## src/rtl/hdmi_video_timing_ctrl_if.sv

```systemverilog
// Video-side bundle between the timing controller and the
// pixel source / TMDS encoder stage.
interface hdmi_video_timing_ctrl_if #(
    parameter int CNT_W = 11
);
    logic             de;
    logic             hsync;
    logic             vsync;
    logic [CNT_W-1:0] x;
    logic [CNT_W-1:0] y;
    logic             pix_valid;
    logic             pix_ready;
    logic             frame_start;
    logic             line_start;
    logic [1:0]       tmds_ctrl_b;

    modport master (
        output de, hsync, vsync, x, y,
        output pix_ready, frame_start,
        output line_start, tmds_ctrl_b,
        input  pix_valid
    );

    modport slave (
        input  de, hsync, vsync, x, y,
        input  pix_ready, frame_start,
        input  line_start, tmds_ctrl_b,
        output pix_valid
    );
endinterface

```

## src/rtl/hdmi_video_timing_ctrl.sv

```systemverilog
// Raster timing generator for the HDMI/DVI path; starts and
// stops on frame boundaries and flags pixel underflow.
module hdmi_video_timing_ctrl #(
    parameter int H_ACTIVE  = 640,
    parameter int H_FP      = 16,
    parameter int H_SYNC    = 96,
    parameter int H_BP      = 48,
    parameter int V_ACTIVE  = 480,
    parameter int V_FP      = 10,
    parameter int V_SYNC    = 2,
    parameter int V_BP      = 33,
    parameter bit HSYNC_POL = 1'b0,
    parameter bit VSYNC_POL = 1'b0,
    parameter int CNT_W     = 11
) (
    input  logic clk,
    input  logic rst,
    input  logic enable,
    input  logic clr_underflow,
    output logic busy,
    output logic underflow,
    hdmi_video_timing_ctrl_if.master vid
);
    localparam int H_TOTAL = H_ACTIVE + H_FP + H_SYNC + H_BP;
    localparam int V_TOTAL = V_ACTIVE + V_FP + V_SYNC + V_BP;
    localparam int HS_BEG  = H_ACTIVE + H_FP;
    localparam int HS_END  = HS_BEG + H_SYNC - 1;
    localparam int VS_BEG  = V_ACTIVE + V_FP;
    localparam int VS_END  = VS_BEG + V_SYNC - 1;

    typedef enum logic [1:0] {
        IDLE,
        RUN,
        DRAIN
    } state_t;

    state_t           state, state_n;
    logic [CNT_W-1:0] h, v;
    logic             h_last, v_last, frame_last;
    logic             active, hs_act, vs_act;
    logic             hs_q, vs_q;

    always_comb begin
        h_last     = (h == CNT_W'(H_TOTAL - 1));
        v_last     = (v == CNT_W'(V_TOTAL - 1));
        frame_last = h_last && v_last;
        active     = (h < CNT_W'(H_ACTIVE)) &&
                     (v < CNT_W'(V_ACTIVE));
        hs_act     = (h >= CNT_W'(HS_BEG)) &&
                     (h <= CNT_W'(HS_END));
        vs_act     = (v >= CNT_W'(VS_BEG)) &&
                     (v <= CNT_W'(VS_END));
    end

    // Stopping is only honoured on the last pixel of a frame.
    always_comb begin
        state_n = state;
        unique case (state)
            IDLE: if (enable) state_n = RUN;
            RUN, DRAIN: begin
                if (frame_last && !enable)
                    state_n = IDLE;
                else if (enable)
                    state_n = RUN;
                else
                    state_n = DRAIN;
            end
            default: state_n = IDLE;
        endcase
    end

    always_ff @(posedge clk) begin
        if (rst)
            state <= IDLE;
        else
            state <= state_n;
    end

    always_ff @(posedge clk) begin
        if (rst || state == IDLE) begin
            h <= '0;
            v <= '0;
        end else if (h_last) begin
            h <= '0;
            v <= v_last ? '0 : v + 1'b1;
        end else begin
            h <= h + 1'b1;
        end
    end

    // Outputs show the counter position of the previous cycle.
    always_ff @(posedge clk) begin
        if (rst || state == IDLE) begin
            vid.de          <= 1'b0;
            vid.pix_ready   <= 1'b0;
            vid.x           <= '0;
            vid.y           <= '0;
            vid.frame_start <= 1'b0;
            vid.line_start  <= 1'b0;
            hs_q            <= ~HSYNC_POL;
            vs_q            <= ~VSYNC_POL;
            busy            <= 1'b0;
        end else begin
            vid.de          <= active;
            vid.pix_ready   <= active;
            vid.x           <= active ? h : '0;
            vid.y           <= active ? v : '0;
            vid.frame_start <= (h == '0) && (v == '0);
            vid.line_start  <= (h == '0) &&
                               (v < CNT_W'(V_ACTIVE));
            hs_q            <= hs_act ? HSYNC_POL : ~HSYNC_POL;
            vs_q            <= vs_act ? VSYNC_POL : ~VSYNC_POL;
            busy            <= 1'b1;
        end
    end

    always_ff @(posedge clk) begin
        if (rst)
            underflow <= 1'b0;
        else if (vid.de && !vid.pix_valid)
            underflow <= 1'b1;
        else if (clr_underflow)
            underflow <= 1'b0;
    end

    assign vid.hsync       = hs_q;
    assign vid.vsync       = vs_q;
    assign vid.tmds_ctrl_b = {vs_q, hs_q};
endmodule

```

## src/flat_wrapper.sv

```systemverilog
// flat-port wrapper written by rule: the top's interface ports become plain ports
module hdmi_video_timing_ctrl_flat 
#(
    parameter int H_ACTIVE  = 640,
    parameter int H_FP      = 16,
    parameter int H_SYNC    = 96,
    parameter int H_BP      = 48,
    parameter int V_ACTIVE  = 480,
    parameter int V_FP      = 10,
    parameter int V_SYNC    = 2,
    parameter int V_BP      = 33,
    parameter bit HSYNC_POL = 1'b0,
    parameter bit VSYNC_POL = 1'b0,
    parameter int CNT_W     = 11
)
  (clk, rst, enable, clr_underflow, busy, underflow, vid_de, vid_hsync, vid_vsync, vid_x, vid_y, vid_pix_ready, vid_frame_start, vid_line_start, vid_tmds_ctrl_b, vid_pix_valid);
  hdmi_video_timing_ctrl_if #(.CNT_W(CNT_W)) vid_i ();
  input  logic clk;
  input  logic rst;
  input  logic enable;
  input  logic clr_underflow;
  output logic busy;
  output logic underflow;
  output wire logic [$bits(vid_i.de)-1:0] vid_de;
  output wire logic [$bits(vid_i.hsync)-1:0] vid_hsync;
  output wire logic [$bits(vid_i.vsync)-1:0] vid_vsync;
  output wire logic [$bits(vid_i.x)-1:0] vid_x;
  output wire logic [$bits(vid_i.y)-1:0] vid_y;
  output wire logic [$bits(vid_i.pix_ready)-1:0] vid_pix_ready;
  output wire logic [$bits(vid_i.frame_start)-1:0] vid_frame_start;
  output wire logic [$bits(vid_i.line_start)-1:0] vid_line_start;
  output wire logic [$bits(vid_i.tmds_ctrl_b)-1:0] vid_tmds_ctrl_b;
  input wire logic [$bits(vid_i.pix_valid)-1:0] vid_pix_valid;
  assign vid_de = vid_i.de;
  assign vid_hsync = vid_i.hsync;
  assign vid_vsync = vid_i.vsync;
  assign vid_x = vid_i.x;
  assign vid_y = vid_i.y;
  assign vid_pix_ready = vid_i.pix_ready;
  assign vid_frame_start = vid_i.frame_start;
  assign vid_line_start = vid_i.line_start;
  assign vid_tmds_ctrl_b = vid_i.tmds_ctrl_b;
  assign vid_i.pix_valid = vid_pix_valid;
  hdmi_video_timing_ctrl #(.H_ACTIVE(H_ACTIVE), .H_FP(H_FP), .H_SYNC(H_SYNC), .H_BP(H_BP), .V_ACTIVE(V_ACTIVE), .V_FP(V_FP), .V_SYNC(V_SYNC), .V_BP(V_BP), .HSYNC_POL(HSYNC_POL), .VSYNC_POL(VSYNC_POL), .CNT_W(CNT_W)) u_core (.clk(clk), .rst(rst), .enable(enable), .clr_underflow(clr_underflow), .busy(busy), .underflow(underflow), .vid(vid_i));
endmodule
```

## config.mk

```make
export PLATFORM = sky130hd
export DESIGN_NAME = hdmi_video_timing_ctrl_flat
export DESIGN_NICKNAME = d
export VERILOG_FILES = /design/src/rtl/hdmi_video_timing_ctrl_if.sv /design/src/rtl/hdmi_video_timing_ctrl.sv /design/src/flat_wrapper.sv
export SDC_FILE = /design/constraint.sdc
export NUM_CORES = 1
export LEC_CHECK = 0
export CAP_MARGIN = 10
export CORE_MARGIN = 5
export CORE_UTILIZATION = 30
export CTS_BUF_LIST = sky130_fd_sc_hd__clkbuf_4
export CTS_CLUSTER_DIAMETER = 80
export DETAILED_ROUTE_END_ITERATION = 16
export REMOVE_ABC_BUFFERS = 1
export SETUP_SLACK_MARGIN = 0.15
export SLEW_MARGIN = 0
export SYNTH_ARGS = -nofsm -noshare
export SYNTH_HDL_FRONTEND = slang
export SYNTH_SLANG_ARGS = --single-unit
```

## constraint.sdc

```tcl
create_clock -name clk -period 2.4 [get_ports clk]
set_clock_uncertainty 0.15 [all_clocks]
set_input_delay 0.48 -clock clk [delete_from_list [all_inputs] [get_ports clk]]
set_output_delay 0.48 -clock clk [all_outputs]
set_load 0.01 [all_outputs]
```

==> results.json, run 1 <==
{
  "drt_wl_total_um": 4220,
  "clkLatencyLatePin_ps": 370,
  "power_frac_seq": 0.614,
  "drcViolationCount": 0,
  "grt_max_degree": 16,
  "cp_top_family": "simple AND/OR/NAND/NOR gates",
  "p_per_area_nw_per_um2": 559,
  "cp.required_ps": 2560,
  "clock_path_buffers": 2,
  "p_switching_uw": 303,
  "yosys.area_share.simple": 0.270,
  "peakVddDrop_v": 0.000179,
  "yosys.area.top_type": "dfxtp_1",
  "antenna_found_initial": 0,
  "first_iter_violations": 106,
  "synth_cell_types": 38,
  "std_cell_rows": 30,
  "path_buf_inv": 0,
  "final-seq-area_um2": 1060,
  "crit_chain": "or4_4 > or4_4 > or4_1 > a21oi_1",
  "area_delta_synth_final_pct": 25.9,
  "hold_buffers": 0,
  "slew_violations": 0,
  "p_total_uw": 1460,
  "hold_violations": 0,
  "timing.critical_path.mode_cell": "or4_4",
  "status": "finished, final reports clean",
  "cts_tree": "yes",
  "ys_seq_elements": 53,
  "dp_slack_ps": 103,
  "final-setup-viol-count": 0,
  "max_stage_delay_ps": 540,
  "worst_slack_ps": 214,
  "fin_crit_ps": 2190,
  "synth_top_family_by_area": "simple AND/OR/NAND/NOR gates",
  "drive_gt1_frac": 0.0878,
  "fillCellCount": 684,
  "gp_congestion": 0.858,
  "postSynthCellCount": 218,
  "yosysMostFrequentCell": "dfxtp_1",
  "fin_tns_setup_ps": 0,
  "synth-edff-count": 0,
  "die_area_um2": 8680,
  "top_level_ports": 37,
  "clkPwrFrac": 0.336,
  "synth-compound-area-share": 0.0615,
  "r2r_end": "u_core.v[7]",
  "via_per_inst": 4.69,
  "reg2reg_depth": 4,
  "power_leakage_uw": 0.000937,
  "fmaxAchievable_mhz": 457,
  "grt.overflow.total": 0,
  "grt_pass1_vias": 1483,
  "drt_pass1_iterations": 4,
  "drtAntennaViolNets": 0,
  "vias": 1603,
  "crit_start": "u_core.h[7]",
  "numPortBuffers": 36,
  "dpl.hpwl_um": 3090,
  "synthArstFlopShare": 0,
  "r2r-start": "u_core.h[7]",
  "cts-root-buf": "clkbuf_4",
  "rsz0062_at_grt": "false",
  "final_nets": 272,
  "ys_warn_count": 0,
  "clock_sinks": 53,
  "crit_fanout": 8,
  "synth_fa_ha_area_frac": 0.0362,
  "synth_top_area_share": 0.511,
  "synth_area_leaders": "dfxtp_1 51%, and2_1 5.7%, nor2_1 4.3%",
  "setup.worst_path.end": "u_core.v[7]",
  "post_drt_wl_per_cell_um": 12.3,
  "ys_seq_area_frac": 0.511,
  "grt_usage": 0.0985,
  "rrSetupSlack_ps": 210,
  "multi_input_area_um2": 901,
  "fin_crit_sh": 0.911,
  "crit_type": "register to register",
  "synth_ff_type": "dfxtp_1",
  "swShare": 0.208,
  "cts.clk_slew.worst_paths_ps": 140,
  "cts.htree.levels": 2,
  "worst_ep_arrival_time_ps": 2340,
  "start_util": 0.307,
  "crit_slowest_cell": "or4_4",
  "die_w_um": 93.2,
  "design.core.area_um2": 6760,
  "startpoint_type": "register",
  "intPower_uw": 1160,
  "drv_cap": 0,
  "synthTopCellsByCount": "53 x dfxtp_1, 24 x nor2_1, 19 x and2_1, 11 x inv_1, 11 x nand2_1",
  "power.share.combinational": 0.050,
  "crit_cells": 4,
  "hold_path.class": "register to register",
  "synth_mux_area_frac": 0.00483,
  "antenna_cells": 0,
  "crit_path_end_kind": "register",
  "postSynthAreaPerCell_um2": 9.52,
  "grt_pass1_wl_um": 6830,
  "yosys.area_share.xor_xnor": 0.0507,
  "cts_inserted_buffers": 5,
  "syn_area_um2": 2070,
  "die_y_um": 93.2,
  "fin_hold_ws_ps": 326
}
## final cells by class
cell class,count,share of cell area
sequential,53,0.407
multi-input combinational,145,0.345
timing repair buffer,45,0.164
tap,80,0.0383
clock buffer,6,0.0172
inverter,11,0.0158
clock inverter,2,0.0129
## worst min-delay path: cells and delay by family (launching register included)
kind	cells	cell delay [ps]
flops	1	330
simple gates	1	60
compound gates	1	50
## state kept, by name (all words and copies together), names as in the netlist, 2 cells and up
register	count
u_core.v	11
u_core.h	11
u_core.state	2
u_core.vid.x	11
u_core.vid.y	11
## how the worst min path moves through the flow
| stage | depth (start not counted) | endpoint | startpoint |
|---|---|---|---|
| 5_1_grt | 2 | u_core.v[10] | u_core.v[10] |
| 3_5_place_dp | 2 | u_core.underflow | u_core.underflow |
| 2_1_floorplan | 1 | u_core.h[0] | u_core.h[0] |
| 3_3_place_gp | 2 | u_core.underflow | u_core.underflow |
| 4_1_cts | 2 | u_core.underflow | u_core.underflow |
| 6_report | 2 | u_core.underflow | u_core.underflow |
## stage by stage
| stage | area (um^2) | util | instances |
|---|---|---|---|
| global placement | 2520 | 0.374 | 334 |
| detailed placement | 2520 | 0.374 | 334 |
| floorplan | 1990 | - | 209 |
| global route | 2610 | 0.386 | 342 |
| CTS | 2610 | 0.386 | 342 |
| finish | 2610 | 0.386 | 342 |
## metal layers
layer | part of all wire | vias to the layer above | GRT usage
li1 | - | 819 | -
met1 | 0.46 | 727 | 0.119
met2 | 0.45 | 47 | 0.155
met3 | 0.068 | 10 | 0.0298
met4 | 0.026 | 0 | 0.0574
met5 | 0 | - | 0
## cell usage in the layout (no fill, tap or decap), types with 2 or more instances in the layout
cell	n
conb_1	3
nor2_1	24
nand2b_1	2
clkbuf_4	6
ha_1	5
and2_1	19
and4_1	2
clkdlybuf4s50_1	36
xnor2_1	6
nand4_1	6
nor4_1	4
buf_4	9
dfxtp_1	52
xor2_1	6
nand2_1	11
inv_1	11
o31ai_1	5
or4_1	5
a21oi_1	10
or3_1	5
nor3_1	4
nand3_1	9
o21ai_0	3
nand3b_1	2
or4_4	2
## power by group through the flow
stage	sequential, uW	combinational [uW]	clock [uW]
floorplan	920	24.9	0
global placement	915	73.4	0
detailed placement	915	73.9	0
CTS	896	74.4	506
global route	897	82.3	547
finish	895	73.3	491
## kinds of logic (layout without fill, tap and decap cells)
kind of cell / count (synthesis) / count (layout)
flip-flops: 53 / 53
AO/OA/AOI/OAI: 21 / 21
XOR/XNOR: 12 / 12
AND/OR/NAND/NOR: 102 / 102
other: 1 / 3
adder cells (fa/ha/maj): 6 / 6
multiplexers: 1 / 1
buffers and inverters: 22 / 64
## repair_timing
action,CTS,global route
setup endpoints to repair,3,3
cloned,0,0
setup buffers,0,0
resized for setup,1,2
No activity file was read; power rests on OpenSTA's default activity.
==> run 2, diff against run 1 <==
Settings changed: CORE_ASPECT_RATIO set to 1.2, PLACE_DENSITY set to 0.61.
Clock period 2.4 ns to 2.2 ns, I/O delays scaled along.
==> results.json, run 2 (synthesized netlist as in run 1, its figures left out) <==
{
  "final-setup-viol-count": 0,
  "design.core.area_um2": 6770,
  "fillCellCount": 681,
  "rsz0062_at_grt": "true",
  "timing.critical_path.mode_cell": "or4_4",
  "worst_slack_ps": 100,
  "startpoint_type": "register",
  "crit_path_end_kind": "register",
  "reg2reg_depth": 4,
  "dp_slack_ps": -8.75,
  "drtAntennaViolNets": 0,
  "post_drt_wl_per_cell_um": 12.2,
  "status": "finished, final reports clean",
  "area_delta_synth_final_pct": 35.8,
  "numPortBuffers": 36,
  "top_level_ports": 37,
  "fin_crit_ps": 2100,
  "swShare": 0.220,
  "via_per_inst": 4.59,
  "fmaxAchievable_mhz": 476,
  "p_switching_uw": 355,
  "dp.cells": 354,
  "first_iter_violations": 94,
  "holdPathStages": 2,
  "cts_inserted_buffers": 5,
  "p_total_uw": 1610,
  "holdPathEnd": "u_core.underflow",
  "gp_congestion": 0.843,
  "crit_fanout": 7,
  "die_y_um": 101,
  "peakVddDrop_v": 0.000210,
  "grt_max_degree": 21,
  "drt_wl_total_um": 4480,
  "final_util": 0.416,
  "final_common_cell": "dfxtp_1",
  "clkLatencyLatePin_ps": 370,
  "grt.overflow.total": 0,
  "cts_tree": "yes",
  "start_util": 0.306,
  "worst_ep_arrival_time_ps": 2270,
  "vias": 1685,
  "clock_sinks": 53,
  "drcViolationCount": 0,
  "die_w_um": 85.9,
  "antenna_found_initial": 0,
  "hold_violations": 0,
  "hold_path.class": "register to register",
  "std_cell_rows": 33,
  "mostFrequentLayoutCells": "48 x dfxtp_1, 36 x clkdlybuf4s50_1, 26 x buf_4, 24 x nor2_1, 19 x and2_1",
  "intPower_uw": 1260,
  "cts-root-buf": "clkbuf_4",
  "final_nets": 290,
  "cts.clk_slew.worst_paths_ps": 150,
  "max_stage_delay_ps": 530,
  "grt_usage": 0.102,
  "slew_violations": 0,
  "crit_slowest_cell": "or4_4",
  "antenna_cells": 0,
  "cp.required_ps": 2370,
  "grt_pass1_vias": 1584,
  "die_area_um2": 8680,
  "clkPwrFrac": 0.340,
  "power.share.combinational": 0.054,
  "hold_path_startpoint": "u_core.underflow",
  "r2r-start": "u_core.h[6]",
  "power_frac_seq": 0.606,
  "hold_buffers": 0,
  "drv_cap": 0,
  "fin_tns_setup_ps": 0,
  "drt_pass1_iterations": 4,
  "crit_chain": "or4_4 > or4_4 > or4_1 > a21oi_2",
  "power_leakage_uw": 0.00105,
  "p_per_area_nw_per_um2": 573,
  "dpl.hpwl_um": 3200,
  "grt_pass1_wl_um": 7110,
  "crit_type": "register to register",
  "r2r_end": "u_core.v[9]",
  "fin_crit_sh": 0.954,
  "fin_cells": 367,
  "cts.htree.levels": 2,
  "drive_gt1_frac": 0.186,
  "clock_path_buffers": 2,
  "rrSetupSlack_ps": 100
}
run 2: how the worst max path moves through the flow:
stage,from,to,cells past startpoint
5_1_grt,u_core.h[6],u_core.v[7],4
3_3_place_gp,u_core.h[6],u_core.v[9],4
3_5_place_dp,u_core.h[6],u_core.v[9],4
4_1_cts,u_core.h[6],u_core.v[9],4
6_report,u_core.h[6],u_core.v[9],4
2_1_floorplan,u_core.state[0],u_core.vid.x[6],7
run 2: area by class of cell:
class | count | area (um^2) | area share
Multi-Input combinational cell | 145 | 955 | 0.339
Timing Repair Buffer | 63 | 561 | 0.199
Inverter | 11 | 41.3 | 0.0147
Tap cell | 87 | 109 | 0.0386
Clock buffer | 5 | 37.5 | 0.0133
Sequential cell | 53 | 1070 | 0.379
Clock inverter | 3 | 46.3 | 0.0164
run 2: worst max-delay path, delay by kind of cell (launching register included):
kind,cells,cell delay [ps]
and+or+nand+nor,3,1440
AOI/OAI and AO/OA,1,120
DFF,1,350
run 2: repair_timing:
item	4_1_cts	5_1_grt
setup endpoints to repair	4	31
resized for setup	2	20
pin swaps	3	6
cloned	0	2
setup buffers	1	2
run 2: routing by layer:
metal,routed length (um),track usage,vias to the layer above,part of all wire
met1,2000,0.120,781,0.45
met4,85,0.0585,0,0.019
met2,2180,0.170,37,0.49
met5,0,0,-,0
li1,-,-,862,-
met3,207,0.0221,5,0.046
run 2: stage by stage:
step,hold WS [ps],instance area (um^2)
after floorplan,295,1990
after detailed placement,318,2630
after CTS,339,2730
final,332,2820
after global placement,299,2630
after global routing,348,2820
run 2: power groups by stage:
stage | Sequential (uW) | Combinational (uW) | Clock (uW)
6_report | 978 | 87.0 | 548
5_1_grt | 980 | 94.8 | 597
4_1_cts | 977 | 81.6 | 570
3_5_place_dp | 998 | 81.3 | 0
3_3_place_gp | 997 | 80.3 | 0
2_1_floorplan | 1000 | 27.1 | 0
